[config.mk]
export PLATFORM = sky130hd
export DESIGN_NAME = pcs_40g_rx_am_lock
export DESIGN_NICKNAME = d
export VERILOG_FILES = /design/src/rtl/pcs_40g_pkg.sv /design/src/rtl/pcs_40g_am_match.sv /design/src/rtl/pcs_40g_rx_am_lock.sv
export SDC_FILE = /design/constraint.sdc
export NUM_CORES = 1
export LEC_CHECK = 0
export ABC_AREA = 1
export ABC_CLOCK_PERIOD_IN_PS = 2800
export CAP_MARGIN = 20
export CORE_ASPECT_RATIO = 0.5
export CORE_UTILIZATION = 25
export CTS_BUF_LIST = sky130_fd_sc_hd__clkbuf_8
export DETAILED_ROUTE_END_ITERATION = 8
export GPL_TIMING_DRIVEN = 0
export PLACE_DENSITY = 0.58
export SYNTH_ARGS = -nofsm -noshare
export SYNTH_HDL_FRONTEND = slang
export SYNTH_HIERARCHICAL = 1
export SYNTH_SLANG_ARGS = --single-unit
[constraint.sdc]
create_clock -name clk -period 2.8 [get_ports clk]
set_clock_uncertainty 0.1 [all_clocks]
set_input_delay 0.7 -clock clk [delete_from_list [all_inputs] [get_ports clk]]
set_output_delay 0.7 -clock clk [all_outputs]
set_load 0.02 [all_outputs]
[src/rtl/pcs_40g_pkg.sv]
// pcs_40g_pkg -- shared definitions for the 40GBASE-R receive PCS blocks.
//   am_state_t        : alignment-marker lock states
//   AM_SYNC_HEAD      : sync header carried by every alignment marker
//   AM_MISMATCH_LIMIT : consecutive bad marker slots that drop lock
//   AM_LANE_PAT       : {M0,M1,M2} per PCS lane, M0 in bits [23:16]
//   bip8_contrib()    : one block's contribution to the lane BIP-8
package pcs_40g_pkg;

  typedef enum logic [1:0] {
    ST_INIT     = 2'd0,
    ST_WAIT_2ND = 2'd1,
    ST_LOCKED   = 2'd2
  } am_state_t;

  localparam logic [1:0] AM_SYNC_HEAD      = 2'b10;
  localparam int         AM_MISMATCH_LIMIT = 4;
  localparam int         AM_NUM_LANES      = 4;

  // Index 0 is lane 0; each entry holds {M0, M1, M2}.
  localparam logic [AM_NUM_LANES-1:0][23:0] AM_LANE_PAT = {
    24'hA2793D,   // lane 3
    24'hC5659B,   // lane 2
    24'hF0C4E6,   // lane 1
    24'h907647    // lane 0
  };

  // Bit j is the XOR of bit j of all eight payload bytes; the sync header
  // bits fold into BIP bits 3 (head[0]) and 4 (head[1]).
  function automatic logic [7:0] bip8_contrib(input logic [1:0]  head,
                                              input logic [63:0] data);
    logic [7:0] acc;
    acc = 8'h00;
    for (int k = 0; k < 8; k++) begin
      acc = acc ^ data[8*k +: 8];
    end
    acc = acc ^ {3'b000, head[1], head[0], 3'b000};
    return acc;
  endfunction

endpackage

[src/rtl/pcs_40g_am_match.sv]
// pcs_40g_am_match -- combinational alignment-marker pattern matcher.
//   i_valid : block present
//   i_head  : sync header of the block
//   i_key   : payload bytes {0,1,2}, byte 0 in [23:16]
//   i_inv   : payload bytes {4,5,6}, byte 4 in [23:16]
//   o_match : block is a marker of some PCS lane
//   o_lane  : lane number of the matching marker (0 when no match)
module pcs_40g_am_match
  import pcs_40g_pkg::*;
(
  input  logic        i_valid,
  input  logic [1:0]  i_head,
  input  logic [23:0] i_key,
  input  logic [23:0] i_inv,
  output logic        o_match,
  output logic [1:0]  o_lane
);

  // Compare against every lane; the four patterns are distinct, so at most one hits.
  always_comb begin
    o_match = 1'b0;
    o_lane  = 2'd0;
    for (int l = 0; l < AM_NUM_LANES; l++) begin
      if (i_valid && (i_head == AM_SYNC_HEAD) &&
          (i_key == AM_LANE_PAT[l]) && (i_inv == ~AM_LANE_PAT[l])) begin
        o_match = 1'b1;
        o_lane  = 2'(l);
      end else begin
        o_match = o_match;
      end
    end
  end

endmodule

[src/rtl/pcs_40g_rx_am_lock.sv]
// pcs_40g_rx_am_lock -- per-lane alignment marker lock for the 40G RX PCS.
// Passes 66b blocks through with one register stage and tracks marker
// cadence: lock after two markers of the same lane AM_PERIOD valid blocks
// apart, drop after four consecutive bad marker slots or loss of block lock.
// Optional BIP-8 checking is compiled in with macro PCS_40G_RX_BIP_EN.
//   clk, nreset   : clock, synchronous active-high reset
//   valid_i/head_i/data_i : input block; block_lock_i : upstream block lock
//   valid_o/head_o/data_o : block delayed one cycle
//   am_v_o        : output block is a marker slot while locked
//   am_lock_o     : marker lock; lane_id_o : locked PCS lane
//   bip_err_o     : BIP-8 mismatch pulse (PCS_40G_RX_BIP_EN only)
module pcs_40g_rx_am_lock
  import pcs_40g_pkg::*;
#(
  parameter int AM_PERIOD = 16383
) (
  input  logic        clk,
  input  logic        nreset,
  input  logic        valid_i,
  input  logic [1:0]  head_i,
  input  logic [63:0] data_i,
  input  logic        block_lock_i,
  output logic        valid_o,
  output logic [1:0]  head_o,
  output logic [63:0] data_o,
  output logic        am_v_o,
  output logic        am_lock_o,
`ifdef PCS_40G_RX_BIP_EN
  output logic [1:0]  lane_id_o,
  output logic        bip_err_o
`else
  output logic [1:0]  lane_id_o
`endif
);

  localparam int               CNT_W    = (AM_PERIOD < 1) ? 1 : $clog2(AM_PERIOD + 1);
  localparam logic [CNT_W-1:0] CNT_LOAD = CNT_W'(AM_PERIOD);
  localparam logic [1:0]       MM_LAST  = 2'(AM_MISMATCH_LIMIT - 1);

  am_state_t        r_state;
  am_state_t        w_state_nxt;
  logic [CNT_W-1:0] r_cnt;
  logic [CNT_W-1:0] w_cnt_nxt;
  logic [1:0]       r_mm;
  logic [1:0]       w_mm_nxt;
  logic [1:0]       r_lane;
  logic [1:0]       w_lane_nxt;
  logic             r_valid;
  logic [1:0]       r_head;
  logic [63:0]      r_data;
  logic             r_am_v;
  logic             w_am_v_nxt;
  logic             r_am_lock;

  logic             w_am_match;
  logic [1:0]       w_am_lane;
  logic [23:0]      w_key;
  logic [23:0]      w_inv;
  logic             w_check;
  logic             w_slot_ok;

  assign w_key = {data_i[7:0],   data_i[15:8],  data_i[23:16]};
  assign w_inv = {data_i[39:32], data_i[47:40], data_i[55:48]};

  pcs_40g_am_match u_am_match (
    .i_valid (valid_i),
    .i_head  (head_i),
    .i_key   (w_key),
    .i_inv   (w_inv),
    .o_match (w_am_match),
    .o_lane  (w_am_lane)
  );

  // The check slot is the first valid block once the countdown has expired.
  assign w_check   = valid_i && (r_cnt == {CNT_W{1'b0}}) && (r_state != ST_INIT);
  assign w_slot_ok = w_am_match && (w_am_lane == r_lane);

  // Next-state, counter, mismatch count and marker-slot strobe.
  always_comb begin
    w_state_nxt = r_state;
    w_cnt_nxt   = r_cnt;
    w_mm_nxt    = r_mm;
    w_lane_nxt  = r_lane;
    w_am_v_nxt  = 1'b0;
    case (r_state)
      ST_INIT: begin
        w_mm_nxt = 2'd0;
        if (w_am_match) begin
          w_lane_nxt  = w_am_lane;
          w_cnt_nxt   = CNT_LOAD;
          w_state_nxt = ST_WAIT_2ND;
        end else begin
          w_state_nxt = ST_INIT;
        end
      end
      ST_WAIT_2ND: begin
        if (w_check) begin
          w_cnt_nxt   = CNT_LOAD;
          w_state_nxt = w_slot_ok ? ST_LOCKED : ST_INIT;
        end else if (valid_i) begin
          w_cnt_nxt = r_cnt - CNT_W'(1);
        end else begin
          w_cnt_nxt = r_cnt;
        end
      end
      ST_LOCKED: begin
        if (w_check) begin
          w_cnt_nxt  = CNT_LOAD;
          w_am_v_nxt = 1'b1;
          if (w_slot_ok) begin
            w_mm_nxt = 2'd0;
          end else if (r_mm == MM_LAST) begin
            w_mm_nxt    = 2'd0;
            w_state_nxt = ST_INIT;
          end else begin
            w_mm_nxt = r_mm + 2'd1;
          end
        end else if (valid_i) begin
          w_cnt_nxt = r_cnt - CNT_W'(1);
        end else begin
          w_cnt_nxt = r_cnt;
        end
      end
      default: begin
        w_state_nxt = ST_INIT;
        w_mm_nxt    = 2'd0;
      end
    endcase
    // Losing block lock wins over whatever the marker slot decided.
    if (!block_lock_i) begin
      w_state_nxt = ST_INIT;
      w_mm_nxt    = 2'd0;
    end else begin
      w_state_nxt = w_state_nxt;
    end
  end

  // State, counter and registered outputs.
  always_ff @(posedge clk) begin
    if (nreset) begin
      r_state   <= ST_INIT;
      r_cnt     <= {CNT_W{1'b0}};
      r_mm      <= 2'd0;
      r_lane    <= 2'd0;
      r_valid   <= 1'b0;
      r_head    <= 2'b00;
      r_data    <= 64'd0;
      r_am_v    <= 1'b0;
      r_am_lock <= 1'b0;
    end else begin
      r_state   <= w_state_nxt;
      r_cnt     <= w_cnt_nxt;
      r_mm      <= w_mm_nxt;
      r_lane    <= w_lane_nxt;
      r_valid   <= valid_i;
      r_head    <= head_i;
      r_data    <= data_i;
      r_am_v    <= w_am_v_nxt;
      r_am_lock <= (w_state_nxt == ST_LOCKED);
    end
  end

  assign valid_o   = r_valid;
  assign head_o    = r_head;
  assign data_o    = r_data;
  assign am_v_o    = r_am_v;
  assign am_lock_o = r_am_lock;
  assign lane_id_o = r_lane;

`ifdef PCS_40G_RX_BIP_EN
  logic [7:0] r_bip;
  logic [7:0] w_bip_nxt;
  logic [7:0] w_bip_blk;
  logic       r_bip_err;
  logic       w_bip_err_nxt;

  assign w_bip_blk = bip8_contrib(head_i, data_i);

  // BIP accumulation; the marker itself seeds the next interval.
  always_comb begin
    w_bip_nxt     = r_bip;
    w_bip_err_nxt = 1'b0;
    if (r_state == ST_INIT) begin
      w_bip_nxt = w_am_match ? w_bip_blk : 8'h00;
    end else if (w_check) begin
      w_bip_nxt = w_bip_blk;
      if ((r_state == ST_LOCKED) && w_slot_ok && block_lock_i &&
          (r_bip != data_i[31:24])) begin
        w_bip_err_nxt = 1'b1;
      end else begin
        w_bip_err_nxt = 1'b0;
      end
    end else if (valid_i) begin
      w_bip_nxt = r_bip ^ w_bip_blk;
    end else begin
      w_bip_nxt = r_bip;
    end
  end

  // BIP accumulator and error pulse registers.
  always_ff @(posedge clk) begin
    if (nreset) begin
      r_bip     <= 8'h00;
      r_bip_err <= 1'b0;
    end else begin
      r_bip     <= w_bip_nxt;
      r_bip_err <= w_bip_err_nxt;
    end
  end

  assign bip_err_o = r_bip_err;
`endif

endmodule

==> results.sh, run 1 <==
export IMPL_final_setup_worst_slack_ps=166
export IMPL_routed_wl_mm=11.2
export IMPL_muxShareOfSynthArea_pct=0
export IMPL_rows=32
export IMPL_synth_top_family_by_area="simple AND/OR/NAND/NOR gates"
export IMPL_dp_slack_ps=-416
export IMPL_async_flop_share_pct=0
export IMPL_io_pins=141
export IMPL_avgViaCountPerCell=3.91
export IMPL_cp_start_kind="input pin"
export IMPL_clock_sinks=89
export IMPL_status="completed"
export IMPL_yosysTopAreaCell="dfxtp_1"
export IMPL_power_leakage_nw=3.23
export IMPL_grt_pass1_vias=3640
export IMPL_rsz0062_at_grt="no"
export IMPL_syn_area_per_cell_um2=6.82
export IMPL_worst_setup_path_type="in -> reg"
export IMPL_antenna_found_initial=1
export IMPL_first_pass_iters=4
export IMPL_area_growth_pct=51.4
export IMPL_period_needed_ps=2630
export IMPL_synth_nets=663
export IMPL_crit_path_end_kind="flop"
export IMPL_overflow=0
export IMPL_finalSetupViolCount=0
export IMPL_power_density_nw_per_um2=432
export IMPL_drv_cap=0
export IMPL_postRouteAntennaNets=0
export IMPL_die_area_um2=16500
export IMPL_core_area_um2=15500
export IMPL_yosys_warnings=6
export IMPL_slew_viol_final=0
export IMPL_vias=3723
export IMPL_synth_edf_count=0
export IMPL_fin_crit_sh_pct=94.1
export IMPL_tightestPinTransition_ps=710
export IMPL_fmax_mhz=380
export IMPL_clk_latency_ps=380
export IMPL_cp_required_ps=3000
export IMPL_grt_pass1_wl_mm=18.2
export IMPL_clockBufferDepth=2
export IMPL_path_clk_slew_ps=100
export IMPL_yosys_area_share_simple_pct=32.6
export IMPL_drc=0
export IMPL_cts_buffers=9
export IMPL_initial_utilization_pct=25.8
export IMPL_cts_tree="done"
export IMPL_portBuffers=140
export IMPL_synth_compound_area_share_pct=5.48
export IMPL_synth_top_area_share_pct=44.6
export IMPL_wire_per_inst_um=11.8
export IMPL_ys_seq_area_share_pct=44.6
export IMPL_drive_above_1_share_pct=11.0
export IMPL_power_mw=2.62
export IMPL_synth_distinct_cells=36
export IMPL_synth_seq_cells=89
export IMPL_gp_congestion=0.818
export IMPL_grt_max_degree=18
export IMPL_max_slew_margin_pct=52.6
export IMPL_syn_area_um2=4000
export IMPL_synth_xor_area_share_pct=0.219
export IMPL_tns_ps=0
export IMPL_final_hold_viol_count=0
export IMPL_cts_root_buf="clkbuf_8"
export IMPL_htree_levels=3
export IMPL_gr_usage_all_layers_pct=14.2
export IMPL_synthTopCellsByArea="dfxtp_1 (45%), inv_1 (13%), nor2_1 (13%)"
export IMPL_peakVddDrop_mv=0.189
export IMPL_die_w_um=181
export IMPL_yosys_area_share_adder_pct=2.19
export IMPL_hp_class="reg -> reg"
export IMPL_first_iter_violations=122
export IMPL_synth_ff_type="dfxtp_1"
export IMPL_die_height_um=91.4
export IMPL_critPathArrivalTime_ps=2840
export IMPL_detailed_place_hpwl_mm=8.80
export IMPL_syn_inst=586
export IMPL_cp_max_fo=7
export IMPL_nets=818
report_power, final:
part	switching (mW)	internal [mW]	leakage [nW]
Sequential	0.0124	1.32	0.736
Clock	0.533	0.341	0.0941
Combinational	0.212	0.200	2.40
synth_stat cells (all sizes together) (2+ instances only):
library cell / n
o211ai: 2
nand3b: 3
inv: 147
nor3: 3
nand2: 114
a31oi: 2
buf: 2
clkbuf: 7
a21oi: 14
ha: 7
nand3: 17
nor2: 151
dfxtp: 89
nand4: 5
o21ai: 15
metal layers:
metal / global-route usage [%] / vias to the layer above / share of wire (%)
li1: - / 2009 / -
met1: 16.9 / 1633 / 46
met2: 24.8 / 72 / 48
met3: 4.53 / 9 / 4.7
met4: 3.56 / 0 / 0.71
met5: 0 / - / 0
registers in the layout, indices dropped and copies added (netlist names):
signal and cells:
data_o 64, r_cnt 14, head_o 2, lane_id_o 2, r_mm 2, r_state 2, am_lock_o 1, am_v_o 1
valid_o 1
layout by cell type (no fill, tap or decap), types with 11 or more instances in the layout:
cell | synthesis | routed
inv_1 | 138 | 136
nor2_1 | 136 | 124
nand2_1 | 106 | 100
clkdlybuf4s50_1 | 0 | 94
dfxtp_1 | 89 | 89
dlymetal6s2s_1 | 0 | 46
nor2_2 | 9 | 21
nand3_1 | 17 | 16
inv_2 | 9 | 11
a21oi_1 | 11 | 11
worst paths after layout:
check / end / from / slack [ps] / cells after the start
max: r_cnt[7]$_SDFFE_PP0P_ / data_i[35] / 170 / 17
min reg2reg: lane_id_o[0]$_SDFFE_PP0P_ / lane_id_o[0]$_SDFFE_PP0P_ / 400 / 2
min: lane_id_o[0]$_SDFFE_PP0P_ / lane_id_o[0]$_SDFFE_PP0P_ / 400 / 2
max reg2reg: r_cnt[2]$_SDFFE_PP0P_ / r_state[1]$_SDFF_PP0_ / 920 / 11
stage by stage:
stage	util [%]	hold slack, ps	instance area [um^2]	instances
2_1_floorplan	-	357	4000	586
3_3_place_gp	36.5	374	5650	930
3_5_place_dp	36.5	388	5650	930
4_1_cts	37.7	405	5840	946
5_1_grt	39.0	436	6050	951
6_report	39.0	398	6050	951
cell families (layout without fill, tap and decap cells):
family | Yosys count | in the layout
compound gates | 37 | 37
other cells | 0 | 1
fa+ha+maj | 7 | 7
xor+xnor | 1 | 1
flops | 89 | 89
buf+inv | 157 | 317
simple gates | 295 | 295
repair_timing:
| item | CTS | global route |
|---|---|---|
| pin swaps | 0 | 13 |
| setup buffers | 0 | 4 |
| hold buffers | 0 | 0 |
| gates resized for setup | 1 | 69 |
| setup endpoints to repair | 2 | 16 |
critical path, stage by stage:
cell             delay [ps]
clkdlybuf4s50_1         520
nand2_1                  70
nor2_1                  130
nand2_1                  60
nor2_1                   80
nand2_1                  80
nor2_2                   90
nor2_2                   60
nand2_2                  80
inv_2                    40
nand2_2                  50
nand2_2                  60
nor2_4                  140
buf_6                   150
nand4_4                  90
or2_1                   250
a31oi_1                 150
final cells by class:
class,count,area (um^2)
clock inverter,7,61.3
tap,204,255
multi-input combinational,340,1680
sequential,89,1780
timing repair buffer,144,1550
fill,1609,9450
antenna,1,2.50
inverter,148,556
clock buffer,9,124
buffer,9,41.3
No activity file was read; power rests on OpenSTA's default activity.
==> run 2, diff against run 1 <==
Settings changed: TNS_END_PERCENT set to 50.
==> results of run 2 <==
Final layout, timing and power as in run 1 (identical DEF).
==> run 3, diff against run 2 <==
Settings changed: CORE_MARGIN set to 2.
==> run 3 against run 2 <==
  * Maximum frequency is 1.3% lower
  * Critical endpoint is now r_cnt[10]$_SDFFE_PP0P_
  * Cell area increased by 0.68%
  * Utilization increased by 0.27 points
  * Register-to-register slack worse by 60 ps
  * Count of clock-buffer cells in the layout increased by 2
  * Sequential power about the same
  * First-iteration DRC count rose by 1.6%
  * Routed wire length increased by 1.2%
  * Clock power rose by 7.7%
==> results.sh, run 3 (synthesized netlist as in run 1, its figures left out) <==
export IMPL_status="completed"
export IMPL_portBuffers=140
export IMPL_regArea_um2=1780
export IMPL_worst_setup_path_type="in -> reg"
export IMPL_seqPwrFrac_pct=49.5
export IMPL_die_w_um=183
export IMPL_holdWs_ps=393
export IMPL_vias=3735
export IMPL_drv_cap=0
export IMPL_power_mw=2.68
export IMPL_wire_per_inst_um=11.9
export IMPL_die_height_um=93.4
export IMPL_drive_above_1_share_pct=11.0
export IMPL_die_area_um2=17100
export IMPL_max_slew_margin_pct=51.1
export IMPL_final_hold_viol_count=0
export IMPL_worstHoldStart="r_mm[1]$_SDFFE_PP0P_"
export IMPL_clockBufferDepth=2
export IMPL_grt_pass1_vias=3606
export IMPL_first_iter_violations=124
export IMPL_hold_path_end="r_mm[1]$_SDFFE_PP0P_"
export IMPL_cp_required_ps=2990
export IMPL_largest_register_ffs=64
export IMPL_path_clk_slew_ps=100
export IMPL_cts_tree="done"
export IMPL_multiInputGateArea_um2=1690
export IMPL_gp_congestion=0.818
export IMPL_postRouteAntennaNets=0
export IMPL_fillers=1596
export IMPL_period_needed_ps=2670
export IMPL_peakVddDrop_mv=0.169
export IMPL_p_int_mw=1.97
export IMPL_initial_utilization_pct=25.8
export IMPL_nets=819
export IMPL_p_comb_share_pct=15.4
export IMPL_first_pass_iters=4
export IMPL_overflow=0
export IMPL_io_pins=141
export IMPL_routed_wl_mm=11.3
export IMPL_rrSetupSlack_ps=860
export IMPL_fmax_mhz=375
export IMPL_cts_root_buf="clkbuf_8"
export IMPL_fin_crit_sh_pct=95.3
export IMPL_tightestPinTransition_ps=734
export IMPL_finalSetupViolCount=0
export IMPL_place_area_um2=5650
export IMPL_grt_max_degree=15
export IMPL_antenna_found_initial=2
export IMPL_area_growth_pct=52.4
export IMPL_p_sw_uw=707
export IMPL_power_leakage_nw=3.24
export IMPL_rows=32
export IMPL_cts_buffers=9
export IMPL_cp_start_kind="input pin"
export IMPL_drc=0
export IMPL_detailed_place_hpwl_mm=8.82
export IMPL_power_density_nw_per_um2=440
export IMPL_r2r_cells=11
export IMPL_clk_latency_ps=370
export IMPL_gr_usage_all_layers_pct=13.6
export IMPL_avgViaCountPerCell=3.92
export IMPL_slew_viol_final=0
export IMPL_worst_r2r_endpoint="r_cnt[10]$_SDFFE_PP0P_"
export IMPL_layout_commonest_cell="inv_1"
export IMPL_grt_pass1_wl_mm=17.9
export IMPL_timing_rr_start="r_state[1]$_SDFF_PP0_"
export IMPL_hold_depth=2
export IMPL_mostFrequentLayoutCells="inv_1 (137), nor2_1 (124), nand2_1 (101), clkdlybuf4s50_1 (96), dfxtp_1 (89)"
export IMPL_critPathArrivalTime_ps=2850
export IMPL_clkPwrFrac_pct=35.1
export IMPL_core_area_um2=15500
export IMPL_final_core_util_pct=39.3
export IMPL_cp_max_fo=5
export IMPL_hp_class="reg -> reg"
export IMPL_crit_path_end_kind="flop"
export IMPL_swShare_pct=26.4
export IMPL_final_area_um2=6090
export IMPL_clock_sinks=89
export IMPL_htree_levels=3
## run 3: cell types whose count changed in the layout (fill, tap and decap cells not counted), sizes merged
cell,before,now
inv,151,148
clkdlybuf4s50,94,96
diode,1,2
bufinv,0,1
dlymetal6s2s,46,44
buf,6,7
clkbuf,16,18
## run 3: how the worst max path moves through the flow
stage                     startpoint                endpoint  slack (ps)  depth (start not counted)
after global placement    data_i[41]   r_cnt[8]$_SDFFE_PP0P_        -350                         18
after detailed placement  data_i[41]   r_cnt[5]$_SDFFE_PP0P_        -390                         19
after CTS                 data_i[41]   r_cnt[5]$_SDFFE_PP0P_          20                         19
after floorplan           data_i[46]   r_cnt[5]$_SDFFE_PP0P_         460                         19
after global routing       data_i[9]  r_cnt[11]$_SDFFE_PP0P_         -20                         18
final                     data_i[39]  r_cnt[10]$_SDFFE_PP0P_         130                         21
## run 3: final cells by class
type / instances / share of cell area, %
Timing Repair Buffer: 145 / 25.4
Inverter: 148 / 9.12
Multi-Input combinational cell: 340 / 27.8
Sequential cell: 89 / 29.3
Antenna cell: 2 / 0.0822
Buffer: 9 / 0.740
Clock buffer: 11 / 2.49
Tap cell: 204 / 4.19
Clock inverter: 5 / 0.904
## run 3: power by group through the flow
stage	clock network (mW)	logic (mW)	registers, mW
floorplan	0	0.0964	1.42
global placement	0	0.418	1.36
detailed placement	0	0.421	1.36
CTS	0.981	0.422	1.33
global route	1.04	0.450	1.33
finish	0.941	0.412	1.33
## run 3: repair_timing
| action | 4_1_cts | 5_1_grt |
|---|---|---|
| setup endpoints to repair | 0 | 18 |
| gates resized for setup | 0 | 72 |
| hold buffers | 0 | 0 |
| buffers inserted | 0 | 5 |
## run 3: worst max-delay path, stage by stage
cell             delay (ps)
clkdlybuf4s50_1         420
inv_1                    70
nand2_2                  60
nor2_1                   80
nand2_1                  70
nor2_2                  120
buf_4                   110
nand2_1                  50
nor2_1                   80
nor2_1                   50
nand2_1                  90
inv_1                    60
nand2_1                  70
nand2_2                  70
nor2_4                  150
buf_8                   150
buf_4                   110
buf_4                   100
o2111ai_1               110
nand2_1                  90
inv_1                    40
## run 3: per-stage QoR
step	TNS [ps]	setup WS [ps]	std cells
final	0	132	953
after global routing	-109	-24.9	953
after global placement	-4370	-355	930
after CTS	0	17.9	946
after detailed placement	-4960	-387	930
after floorplan	0	458	586
## run 3: routing by layer
| metal | wire, um | share of wire (%) | track usage [%] |
|---|---|---|---|
| met5 | 0 | 0 | 0 |
| met1 | 5320 | 47 | 16.4 |
| met4 | 131 | 1.2 | 4.00 |
| met2 | 5380 | 48 | 23.9 |
| met3 | 487 | 4.3 | 3.93 |
==> RTL change 1, RTL diff (flow settings as in run 1) <==
The output `data_o` loses its register stage (`r_data` becomes a continuous assignment).
--- a/src/rtl/pcs_40g_rx_am_lock.sv
+++ b/src/rtl/pcs_40g_rx_am_lock.sv
@@ -146,3 +146,2 @@
       r_head    <= 2'b00;
-      r_data    <= 64'd0;
       r_am_v    <= 1'b0;
@@ -156,3 +155,2 @@
       r_head    <= head_i;
-      r_data    <= data_i;
       r_am_v    <= w_am_v_nxt;
@@ -161,2 +159,4 @@
   end
+
+  assign r_data = data_i;
 
Function: changed (Yosys sat finds a counterexample within 4 cycles, from zero or initial values and one cycle with nreset high).
==> RTL change 1 against run 1 <==
Worst setup slack worse by 71 ps; design area is 28% lower; sequential cell count is 64 lower; wire length is 35% lower; cell count is 24% lower; total power is 63% lower; combinational power is 5.6% lower; synthesized area is 34% lower; non-clock buffer count is 45 higher; critical endpoint is now data_o[38]; highest routed layer unchanged.
==> RTL change 1: results (changes against run 1) <==
global_routing:
  grt_pass1_vias: 2599  # -29%
  met1_usage: 0.1692  # about the same
  grt_pass1_wl_um: 11760  # -36%
  use_met3: 0.007273  # -0.03805
  antenna_found_initial: 0  # -1
  grtUsageMet2: 0.2448  # -0.002989
  track_usage: 0.1308  # -0.01142
  grt_max_degree: 15  # -3
setup_path:
  reg2reg_to: "r_cnt[10]"
  worstSetupStartpoint: "data_i[38]"
  r2r_slack_ps: 820  # -100 ps
  r2r-start: "r_state[1]"
  arrival_ps: 1900  # -940 ps
  cp_max_fo: 3  # -4
detailed_routing:
  met1Wirelength_um: 3542  # -32%
  wl_met2_um: 3532  # -34%
  dr_total_vias: 2889  # -22%
  drt_iter0_drc: 82  # -33%
  met3_length_um: 198  # -62%
  post_drt_wl_per_cell_um: 10.06  # -14%
synth:
  synth.distinct_cells: 30  # -17%
  async_flop_share: 0  # unchanged
  syn-num-nets: 527  # -21%
  yosysSeqAreaShare: 0.1898  # -0.2562
  synth.area.top_cells: "dfxtp_1 (19%), buf_4 (18%), nand2_1 (16%)"
  synthTopCellsByCount: "nand2_1 (115), nor2_1 (73), inv_1 (72), buf_4 (64), dfxtp_1 (25)"
  avgSynthCellArea_um2: 5.861  # -14%
layout:
  final_nets: 664  # -19%
  largest_reg_flops: 14  # -78%
  final_util: 0.4290  # +0.03869
  drive_above_1_share: 0.2355  # +0.1256
  fin_cells: 726  # -24%
  diodes: 0  # -1
  nFillCells: 1124  # -30%
worst_hold_path:
  min_to: "lane_id_o[0]"
timing:
  relSlewSlack: 0.6672  # +0.1408
  fin_hold_ws_ps: 400.2  # +2.445 ps
status:
  outcome: "finished, final reports clean"
placement:
  dp_worst_setup_slack_ps: -365.1  # +50.93 ps
  place_hpwl_um: 6082  # -31%
  port_buffers: 124  # -11%
  dpl_cell_area_um2: 4054  # -28%
  placedCellCount: 714  # -23%
  gp_congestion: 0.8124  # -0.71%
clock_network:
  cts-root-buf: "clkbuf_8"
  insertion_delay_ps: 270  # -110 ps
  h-tree-depth: 1  # -2
  cts_buffers: 3  # -6
pwr:
  p_leak_nw: 2.415  # -25%
  ir_worst_vdd_mv: 0.1277  # -32%
  p_int_mw: 0.6725  # -64%
RTL change 1: changes by cell type after synthesis, moves of 6 or more:
cell      change
inv_1        -66
buf_4        +64
dfxtp_1      -64
nor2_1       -63
nand2_1       +9
nand3_1       +7
clkbuf_1      -6
o21ai_1       -6
RTL change 1: logic make-up (layout without fill, tap and decap cells):
family | after synthesis | count (layout) | synth area share
and+or+nand+nor | 240 | 240 | 0.4027
buffers and inverters | 147 | 283 | 0.3050
AOI/OAI and AO/OA | 31 | 31 | 0.06926
DFF | 25 | 25 | 0.1898
adders and majority gates | 7 | 7 | 0.03321
RTL change 1: worst max path at each step:
stage,slack (ps),endpoint
after global placement,-350,r_cnt[11]
after floorplan,500,r_cnt[11]
final,100,data_o[38]
after detailed placement,-370,r_cnt[11]
after CTS,-40,r_cnt[8]
after global routing,3,r_cnt[11]
RTL change 1: layout make-up:
cell class,instances,area share
flip-flops and latches,25,0.1142
multi-input cells,278,0.3272
plain buffers,66,0.1131
inverters,81,0.07110
repair buffers,132,0.3238
clock inverters,1,0.001142
clock buffers,3,0.009423
well taps,140,0.03998
RTL change 1: worst max-delay path: stages:
cell             delay, ps
clkdlybuf4s50_1        500
buf_4                  110
clkdlybuf4s50_1        590
RTL change 1: timing repair:
action	4_1_cts	5_1_grt
hold endpoints to repair	0	0
pin swaps	0	15
gates resized for setup	4	82
setup endpoints to repair	5	31
buffers inserted	0	8
RTL change 1: power groups by stage:
stage          sequential (mW)  clock, mW  combinational [mW]
4_1_cts                  0.358      0.233               0.398
2_1_floorplan            0.369          0               0.185
6_report                 0.358      0.223               0.389
5_1_grt                  0.358      0.246               0.420
3_5_place_dp             0.366          0               0.397
3_3_place_gp             0.366          0               0.396
==> RTL change 2, RTL diff (config.mk and constraints of run 1) <==
Made on the original files. Add a define of `PCS_40G_RX_BIP_EN`.
--- a/src/rtl/pcs_40g_rx_am_lock.sv
+++ b/src/rtl/pcs_40g_rx_am_lock.sv
@@ -11,2 +11,4 @@
 //   bip_err_o     : BIP-8 mismatch pulse (PCS_40G_RX_BIP_EN only)
+`define PCS_40G_RX_BIP_EN
+
 module pcs_40g_rx_am_lock
Formal check against the unedited RTL (old outputs only; new: bip_err_o): equivalent (Yosys induction, for registers that start in step).
==> RTL change 2 against run 1 <==
Sequential cell count increased by 9; synthesized area grew 31%; first-iteration DRC count rose to 3.2 times the old value; sequential power is 9.8% higher; non-clock buffer count is 3 higher; highest routed layer unchanged; total power is 17% higher; die area grew 31%; design area is 22% higher; the flow now finishes with violations (design-rule violations); worst setup slack better by 7.2 ps; wire length increased by 46%.
==> RTL change 2: results (changes against run 1) <==
detailed_routing:
  avgViaCountPerCell: 4.148  # +6.0%
  drc_errors: 1  # +1
  post_drt_wl_per_cell_um: 12.81  # +8.8%
  dr.pass1.iters: 9  # +5
  drt_iter0_drc: 385  # +220%
clock_network:
  insertion_delay_ps: 370
  cts_buffers: 9  # unchanged
  clockBufferDepth: 2  # unchanged
  h-tree-depth: 3  # unchanged
  clk_pin_slew_worst_paths_ps: 90
  cts-root-buf: "clkbuf_8"
global_routing:
  grt_pass1_vias: 4926  # +35%
  track_usage: 0.1528  # +0.01056
  grt_max_degree: 16  # -2
  antenna_found_initial: 0  # -1
  grt_pass1_wl_um: 25450  # +40%
pwr:
  ir_worst_vdd_mv: 0.1934  # +2.3%
  p_leak_nw: 3.888  # +20%
synth:
  synth.distinct_cells: 32  # -11%
  yosysSeqAreaShare: 0.3736  # -0.07238
  synthCells: 838  # +43%
  syn-num-nets: 915  # +38%
  synth.area.top_cells: "dfxtp_1 (37%), nand2_1 (16%), inv_1 (12%)"
  async_flop_share: 0  # unchanged
  yosys.area.top_type: "dfxtp_1"
  yosys_warnings: 6  # unchanged
  synthTopCellsByCount: "nand2_1 (225), inv_1 (161), nor2_1 (159), dfxtp_1 (98), nand3_1 (61)"
setup_path:
  arrival_ps: 2820  # -20 ps
  cp_max_fo: 7  # unchanged
placement:
  port_buffers: 140  # unchanged
  place_hpwl_um: 13060  # +48%
  dpl_cell_area_um2: 6994  # +24%
  gp_congestion: 0.9006  # +10%
layout:
  largest_reg_flops: 64  # unchanged
  drive_above_1_share: 0.06300  # -0.04692
  final_nets: 1072  # +31%
  diodes: 0  # -1
  fin_cells: 1273  # +34%
status:
  outcome: "finished with violations"
  violations: "design-rule violations"
die:
  die_area_um2: 21620  # +31%
timing:
  relSlewSlack: 0.4785  # -0.04787
worst_hold_path:
  hold_path.class: "flop to flop"
[RTL change 2: worst paths after layout]
kind                            startpoint        to  slack [ps]  cells after the start
worst min-delay path              r_cnt[4]  r_cnt[4]         390                      2
worst max register to register  r_state[1]  r_bip[1]         710                      6
worst max-delay path            data_i[43]  r_cnt[5]         170                     17
worst min register to register    r_cnt[4]  r_cnt[4]         390                      2
[RTL change 2: what timing repair did]
item	in CTS	in global routing
setup buffers	0	6
gates cloned	0	0
hold buffers	0	0
pin swaps	0	4
endpoints found under the setup margin	23	25
gates resized for setup	16	52
[RTL change 2: worst max-delay path, stage by stage]
cell and delay [ps]:
dlygate4sd2_1 310, inv_1 100, nand2_1 70, nor2_1 100
nand2_1 60, nor2_1 140, nand2_1 80, nor2_2 150
nor2_2 90, nand2_2 110, nor2_2 70, nor2_4 90
o21ai_4 130, nor2_4 170, nand2_1 70, or2_1 220
a31oi_1 150
[RTL change 2: cell type report]
| class | instances | area, um^2 |
|---|---|---|
| Fill cell | 2191 | 13190 |
| Multi-Input combinational cell | 560 | 2655 |
| Sequential cell | 98 | 1962 |
| Timing Repair Buffer | 146 | 1525 |
| Inverter | 170 | 643.1 |
| Tap cell | 273 | 341.6 |
| Clock buffer | 11 | 151.4 |
| Clock inverter | 5 | 52.55 |
| Buffer | 10 | 37.54 |
[RTL change 2: per-stage QoR]
stage                     setup WS, ps  hold WS, ps  utilization
after detailed placement        -617.8        375.6       0.3403
final                            173.0        389.1       0.3585
after global placement          -595.2        358.2       0.3403
after CTS                        22.50        390.8       0.3500
after global routing            -7.903        410.8       0.3585
after floorplan                  434.3        343.7            -
[RTL change 2: logic make-up after synthesis]
family / after synthesis / synth area share
AO/OA/AOI/OAI: 49 / 0.05385
XOR/XNOR: 27 / 0.04503
adder cells (fa/ha/maj): 7 / 0.01668
buffers and inverters: 180 / 0.1291
flip-flops: 98 / 0.3736
AND/OR/NAND/NOR: 477 / 0.3817
[RTL change 2: per-layer routing]
metal,GRT usage,part of all wire
met1,0.2016,0.47
met3,0.02381,0.039
met2,0.2619,0.49
met4,0.02920,0.0097
met5,0,0
[RTL change 2: report_power, final]
part / total, mW / switching [mW] / internal, mW
registers: 1.46 / 0.0137 / 1.44
logic: 0.630 / 0.369 / 0.262
clock network: 0.963 / 0.503 / 0.460
total: 3.05 / 0.885 / 2.17
